### src/rtl/core_issue_pkg.sv
// Shared types and constants for the in-order issue controller: instruction
// class encodings, FSM state encoding and scoreboard indexing helpers.
package core_issue_pkg;

    localparam int NUM_REGS = 32;
    localparam int SB_IDX_W = 6;
    localparam int SB_SIZE  = 2 * NUM_REGS;

    typedef enum logic [2:0] {
        CLS_ALU        = 3'd0,
        CLS_LOAD       = 3'd1,
        CLS_STORE      = 3'd2,
        CLS_BRANCH     = 3'd3,
        CLS_FPU_MULTI  = 3'd4,
        CLS_FPU_SINGLE = 3'd5,
        CLS_IO         = 3'd6
    } dec_class_e;

    typedef enum logic {
        ST_RUN     = 1'b0,
        ST_WAIT_BR = 1'b1
    } issue_state_e;

    // Scoreboard bit for a register: FP file occupies the upper half.
    function automatic logic [SB_IDX_W-1:0] sb_idx(input logic fp, input logic [4:0] r);
        return {fp, r};
    endfunction

    function automatic logic uses_rs2(input logic [2:0] cls);
        return (cls == CLS_STORE) || (cls == CLS_BRANCH) ||
               (cls == CLS_FPU_MULTI) || (cls == CLS_FPU_SINGLE);
    endfunction

    function automatic logic uses_mem(input logic [2:0] cls);
        return (cls == CLS_LOAD) || (cls == CLS_STORE) || (cls == CLS_IO);
    endfunction

endpackage

### src/rtl/core_scoreboard.sv
// 64-entry pending-write scoreboard (32 integer + 32 FP registers) with one
// set port, one clear port and three read ports. Set wins over clear.
module core_scoreboard
    import core_issue_pkg::*;
(
    input  logic       CLK,
    input  logic       RST_N,
    input  logic       i_set_en,
    input  logic       i_set_fp,
    input  logic [4:0] i_set_rd,
    input  logic       i_clr_en,
    input  logic       i_clr_fp,
    input  logic [4:0] i_clr_rd,
    input  logic       i_rs1_fp,
    input  logic [4:0] i_rs1,
    input  logic       i_rs2_fp,
    input  logic [4:0] i_rs2,
    input  logic       i_rd_fp,
    input  logic [4:0] i_rd,
    output logic       o_rs1_pend,
    output logic       o_rs2_pend,
    output logic       o_rd_pend
);

    logic [SB_SIZE-1:0] r_pend;
    logic [SB_SIZE-1:0] w_set_mask;
    logic [SB_SIZE-1:0] w_clr_mask;

    always_comb begin
        // NOTE: every comb output gets a default first so no path leaves it unassigned (no latch).
        w_set_mask = '0;
        w_clr_mask = '0;
        // Integer x0 is never marked, so its bit always reads clear.
        if (i_set_en && (i_set_fp || (i_set_rd != 5'd0)))
            w_set_mask[sb_idx(i_set_fp, i_set_rd)] = 1'b1;
        if (i_clr_en)
            w_clr_mask[sb_idx(i_clr_fp, i_clr_rd)] = 1'b1;
    end

    // NOTE: the pending vector must be reset; stale bits after reset would block issue forever.
    always_ff @(posedge CLK) begin
        if (!RST_N)
            r_pend <= '0;
        else
            // NOTE: sequential state uses non-blocking assignment only.
            r_pend <= (r_pend & ~w_clr_mask) | w_set_mask;
    end

    assign o_rs1_pend = r_pend[sb_idx(i_rs1_fp, i_rs1)];
    assign o_rs2_pend = r_pend[sb_idx(i_rs2_fp, i_rs2)];
    assign o_rd_pend  = r_pend[sb_idx(i_rd_fp,  i_rd)];

endmodule

### src/rtl/core_issue_ctrl.sv
// In-order issue controller: hazard checks against the scoreboard, FPU busy
// tracking, branch-resolution hold with registered flush, stall counter.
module core_issue_ctrl
    import core_issue_pkg::*;
(
    input  logic        CLK,
    input  logic        RST_N,
    input  logic        DEC_VALID,
    output logic        DEC_READY,
    input  logic [2:0]  DEC_CLASS,
    input  logic [4:0]  DEC_RD,
    input  logic [4:0]  DEC_RS1,
    input  logic [4:0]  DEC_RS2,
    input  logic        DEC_RD_FP,
    input  logic        DEC_RS1_FP,
    input  logic        DEC_RS2_FP,
    input  logic        DEC_WRITES_RD,
    input  logic        MEM_READY,
    input  logic        FPU_DONE,
    input  logic        BR_RESOLVED,
    input  logic        BR_TAKEN,
    input  logic        WB_VALID,
    input  logic [4:0]  WB_RD,
    input  logic        WB_FP,
    output logic        FLUSH,
    output logic [31:0] STALL_CNT
);

    issue_state_e r_state;
    issue_state_e w_next_state;
    logic         r_fpu_busy;
    logic         r_flush;
    logic [31:0]  r_stall_cnt;
    logic         w_rs1_pend;
    logic         w_rs2_pend;
    logic         w_rd_pend;
    logic         w_raw;
    logic         w_waw;
    logic         w_struct;
    logic         w_issue;

    core_scoreboard u_scoreboard (
        .CLK        (CLK),
        .RST_N      (RST_N),
        .i_set_en   (w_issue & DEC_WRITES_RD),
        .i_set_fp   (DEC_RD_FP),
        .i_set_rd   (DEC_RD),
        .i_clr_en   (WB_VALID),
        .i_clr_fp   (WB_FP),
        .i_clr_rd   (WB_RD),
        .i_rs1_fp   (DEC_RS1_FP),
        .i_rs1      (DEC_RS1),
        .i_rs2_fp   (DEC_RS2_FP),
        .i_rs2      (DEC_RS2),
        .i_rd_fp    (DEC_RD_FP),
        .i_rd       (DEC_RD),
        .o_rs1_pend (w_rs1_pend),
        .o_rs2_pend (w_rs2_pend),
        .o_rd_pend  (w_rd_pend)
    );

    assign w_raw    = w_rs1_pend | (uses_rs2(DEC_CLASS) & w_rs2_pend);
    assign w_waw    = DEC_WRITES_RD & w_rd_pend;
    assign w_struct = (uses_mem(DEC_CLASS) & ~MEM_READY) |
                      ((DEC_CLASS == CLS_FPU_MULTI) & r_fpu_busy);

    always_ff @(posedge CLK) begin
        if (!RST_N)
            r_state <= ST_RUN;
        else
            r_state <= w_next_state;
    end

    always_comb begin
        w_next_state = r_state;
        case (r_state)
            ST_RUN:     if (w_issue && (DEC_CLASS == CLS_BRANCH)) w_next_state = ST_WAIT_BR;
            ST_WAIT_BR: if (BR_RESOLVED) w_next_state = ST_RUN;
            default:    w_next_state = ST_RUN;
        endcase
    end

    // Issue is blocked in reset, outside RUN and during the flush cycle.
    always_comb begin
        w_issue = 1'b0;
        if (RST_N && (r_state == ST_RUN) && !r_flush)
            w_issue = DEC_VALID & ~w_raw & ~w_waw & ~w_struct;
    end

    always_ff @(posedge CLK) begin
        if (!RST_N) begin
            r_fpu_busy  <= 1'b0;
            r_flush     <= 1'b0;
            r_stall_cnt <= '0;
        end else begin
            // A new FPU_MULTI issue outranks a simultaneous completion.
            r_fpu_busy <= (w_issue && (DEC_CLASS == CLS_FPU_MULTI)) || (r_fpu_busy && !FPU_DONE);
            r_flush    <= (r_state == ST_WAIT_BR) && BR_RESOLVED && BR_TAKEN;
            if (DEC_VALID && !w_issue)
                r_stall_cnt <= r_stall_cnt + 32'd1;
        end
    end

    assign DEC_READY = w_issue;
    assign FLUSH     = r_flush;
    assign STALL_CNT = r_stall_cnt;

endmodule

### config.mk
export PLATFORM = sky130hd
export DESIGN_NAME = core_issue_ctrl
export DESIGN_NICKNAME = d
export VERILOG_FILES = /design/src/rtl/core_issue_pkg.sv /design/src/rtl/core_scoreboard.sv /design/src/rtl/core_issue_ctrl.sv
export SDC_FILE = /design/constraint.sdc
export NUM_CORES = 1
export LEC_CHECK = 0
export ABC_AREA = 1
export BUFFER_PORTS_ARGS = -buffer_cell sky130_fd_sc_hd__buf_2
export CAP_MARGIN = 5
export CORE_UTILIZATION = 35
export CTS_CLUSTER_DIAMETER = 100
export DETAILED_ROUTE_END_ITERATION = 7
export GPL_ROUTABILITY_DRIVEN = 1
export GPL_TIMING_DRIVEN = 0
export PLACE_DENSITY = 0.5
export SLEW_MARGIN = 0
export SYNTH_ARGS = -nofsm -noshare
export SYNTH_HDL_FRONTEND = slang
export SYNTH_SLANG_ARGS = --single-unit
### constraint.sdc
create_clock -name CLK -period 2.3 [get_ports CLK]
set_clock_uncertainty 0.1 [all_clocks]
set_input_delay 0.23 -clock CLK [delete_from_list [all_inputs] [get_ports CLK]]
set_output_delay 0.23 -clock CLK [all_outputs]
set_load 0.01 [all_outputs]
==> out/metrics.csv <==
stage,metric,value,unit
clocking,insertion_delay,0.35,ns
power,swShare,29.26,%
power,clock_power_share,41.7,%
logic_synthesis,synth_top_area_share,28.79,%
grt,antenna_found_initial,0,
logic_synthesis,synth_async_sr_flop_share,0,%
logic_synthesis,synth-edff-count,0,
logic_synthesis,syn_area,6883,sq um
grt,use_met1,42.44,%
grt,first_global_vias,7209,
die,die_h,142.2,um
outcome,violations,negative setup slack,
routing,wire_per_inst,18.73,um
routing,totalWireLength,28440,um
logic_synthesis,synth.area.mux_share,0,%
critical_path,cp-endpoint,u_scoreboard.r_pend[21],
sta,hold_viol_final,0,
critical_path,startpoint,u_scoreboard.r_pend[26],
die,num_rows,50,
critical_path,critical_path_buf_inv_count,2,
clocking,clk_pin_slew,0.08,ns
logic_synthesis,syn-num-nets,1201,
die,ioPinCount,70,
logic_synthesis,ys_warn_count,0,
critical_path,critical_path_class,flip-flop to flip-flop,
placement,hpwl,21550,um
routing,dr.pass1.iters,5,
placement,gp_congestion,0.9522,
run,max_cap_viol_count,0,
finish,drive_gt1_share,18.27,%
finish,n_fill_cell,2104,
sta,fin_setup_tns,-0.6416,ns
sta,drv_slew,0,
logic_synthesis,synth_xor_area_share,3.945,%
worst_hold_path,hold_path.class,input port to flip-flop,
sta,worstMarginPinSlew,1.138,ns
grt,gr-usage-all-layers,28.63,%
critical_path,end_kind,flip-flop,
logic_synthesis,yosys.area.top_type,dfxtp_1,
power,internal_power,2.871,mW
logic_synthesis,ys_seq_area_share,28.79,%
sta,post-route-min-period,2.333,ns
critical_path,worst-path-stages,14,
sta,max_freq,0.4287,GHz
routing,drc_errors,0,
grt,grt_overflow_total,0,
finish,final_cell_count_no_fill,1519,
critical_path,worstPathRequired,2.47,ns
clocking,htreeDepth,3,
sta,fin_ws,-0.03256,ns
grt,grtUsageMet3,4.542,%
grt,grt_pass1_wl,43330,um
critical_path,slowest_stage,dfxtp_4,
clocking,cts.path.max_buffers,2,
critical_path,ff2ff_path_depth,14,
die,fp.coreArea,19020,sq um
logic_synthesis,yosys.cell_types.count,31,
grt,use_met2,41.72,%
placement,port-buffer-count,61,
sta,fin_crit_sh,101.4,%
power,leakage,3.300,nW
power,power_frac_comb,15.8,%
logic_synthesis,synth_area_leaders,"dfxtp_1 (29%), nand2_1 (19%), nand3_1 (15%)",
critical_path,r2r_setup_slack,-0.03,ns
sta,slew_headroom,23.87,%
clocking,cts_root_buf,clkbuf_16,
logic_synthesis,synth_top_family_by_area,simple AND/OR/NAND/NOR gates,
routing,ant_nets,0,
power,peakVddDrop,0.3379,mV
die,initial_core_util,36.19,%
power,powerDensity,474.7,nW/um^2
critical_path,cp_max_fo,8,
die,die_area,20230,sq um
logic_synthesis,synthFlopType,dfxtp_1,
grt,grt_busiest_layer,met1,
critical_path,path_common_cell,nand2_1,
clocking,cts_buffers,9,
logic_synthesis,synthCells,1164,
critical_path,crit_family,simple AND/OR/NAND/NOR gates,
routing,vias_per_cell,5.365,
power,power.total,4.059,mW
sta,rsz0062_at_grt,true,
logic_synthesis,synthAdderAreaFrac,0.1818,%
die,die_w,142.2,um
logic_synthesis,ys_ff_latch,99,
finish,synthToLayoutAreaGrowth,24.23,%
power,seq_power_share,42.4,%
placement,pre_cts_slack,-0.5233,ns
placement,place_inst,1485,
logic_synthesis,avgSynthCellArea,5.913,sq um
routing,vias,8149,
critical_path,timing.rr.end,u_scoreboard.r_pend[21],
critical_path,slowest_delay,0.36,ns
finish,nets,1291,
outcome,status,"finished, violations left",
logic_synthesis,synth_compound_area_share,13.69,%
finish,diodes,0,
routing,drt_iter0_drc,830,
critical_path,r2r_start,u_scoreboard.r_pend[26],
critical_path,critPathLaunchType,flip-flop,
power,p_switching,1.188,mW
sta,setup_violations,42,
logic_synthesis,synthSimpleGateAreaFrac,42.30,%
critical_path,crit_arrival,2.51,ns
sta,fin_hold_ws,0.02002,ns
clocking,cts_tree,yes,
critical_path,cp_cell_sequence,or2_4 > nand3_2 > nand2_1 > o21ai_1 > nand2_1 > nor2_2 > nand2_2 > a21oi_4 > nand3_4 > nor2_8 > buf_12 > clkbuf_16 > nand3_1 > a21oi_1,
clocking,clock_sinks,99,
grt,grt_max_degree,18,
## cell usage after synthesis, drive strengths merged, types with 5 or more instances
library cell,number
nand3,209
a21oi,103
dfxtp,99
nor2,65
o21ai,83
inv,123
buf,30
xnor2,7
nand4,6
or2,6
xor2,24
nor3,35
clkbuf,25
nand2,341
nor4,5
## flip-flops by register name, summed over array words and instances, names as in the netlist
name / count
u_scoreboard.r_pend: 64
r_fpu_busy: 1
r_state: 1
STALL_CNT: 32
FLUSH: 1
## routing by layer
metal	wire, um	part of all wire [%]	vias up
li1	-	-	3990
met1	13690	48	3816
met2	11900	42	308
met3	2241	7.9	35
met4	617	2.2	0
met5	0	0	-
## cell usage in the layout, fill, tap and decap left out, drive strengths merged
cell	netlist	final
bufinv	0	2
buf	30	101
nor4	5	5
dlygate4sd3	0	1
clkbuf	25	41
or2	6	6
nor2	65	65
o21bai	1	1
dfxtp	99	99
nand2	341	341
xnor2	7	7
nor3	35	35
inv	123	125
and3	1	1
o21ai	83	83
nand3	209	209
ha	1	1
clkinv	0	2
clkinvlp	0	1
nand4	6	6
a21oi	103	103
xor2	24	24
## power by group through the flow
stage | Sequential [mW] | Combinational (mW) | Clock [mW]
6_report | 1.72 | 0.642 | 1.69
5_1_grt | 1.72 | 0.696 | 1.78
4_1_cts | 1.72 | 0.589 | 1.71
3_5_place_dp | 1.77 | 0.547 | 0
3_3_place_gp | 1.77 | 0.550 | 0
2_1_floorplan | 1.77 | 0.343 | 0
## per-stage QoR
stage / area [sq um] / util, %
2_1_floorplan: 6883 / -
3_3_place_gp: 7513 / 39.51
3_5_place_dp: 7513 / 39.51
4_1_cts: 8130 / 42.75
5_1_grt: 8551 / 44.96
6_report: 8551 / 44.96
## worst min path at each step
stage | slack, ns | to | startpoint | cells past startpoint
after floorplan | 0.24 | FLUSH | RST_N | 2
after global placement | 0.35 | FLUSH | BR_TAKEN | 3
after detailed placement | 0.36 | FLUSH | BR_TAKEN | 3
after CTS | 0.01 | FLUSH | BR_RESOLVED | 3
after global routing | 0.03 | FLUSH | BR_RESOLVED | 3
final | 0.02 | FLUSH | BR_RESOLVED | 3
## worst min-delay path, cell delays in order
cell	delay, ns
buf_2	0.10
nand2_1	0.07
nor2_1	0.04
## cell type report
type	instances	area [sq um]	area share (%)
multi-input combinational	887	4493	52.55
sequential	99	2012	23.53
timing repair buffer	79	574.3	6.716
inverter	123	461.7	5.399
buffer	55	360.3	4.214
tap	260	325.3	3.805
clock buffer	9	225.2	2.634
clock inverter	7	98.84	1.156
## logic make-up after synthesis
| family | Yosys count |
|---|---|
| AOI/OAI and AO/OA | 187 |
| DFF | 99 |
| adders and majority gates | 1 |
| buffers and inverters | 178 |
| xor gates and xnor gates | 31 |
| and+or+nand+nor | 668 |
## timing repair
action | in CTS | in global routing
setup buffers | 8 | 3
hold buffers | 1 | 0
gates cloned | 2 | 4
gates resized for setup | 52 | 98
endpoints found under the hold margin | 1 | 0
endpoints found under the setup margin | 96 | 97
pin swaps | 16 | 31
(Power assumes the default switching activity.)
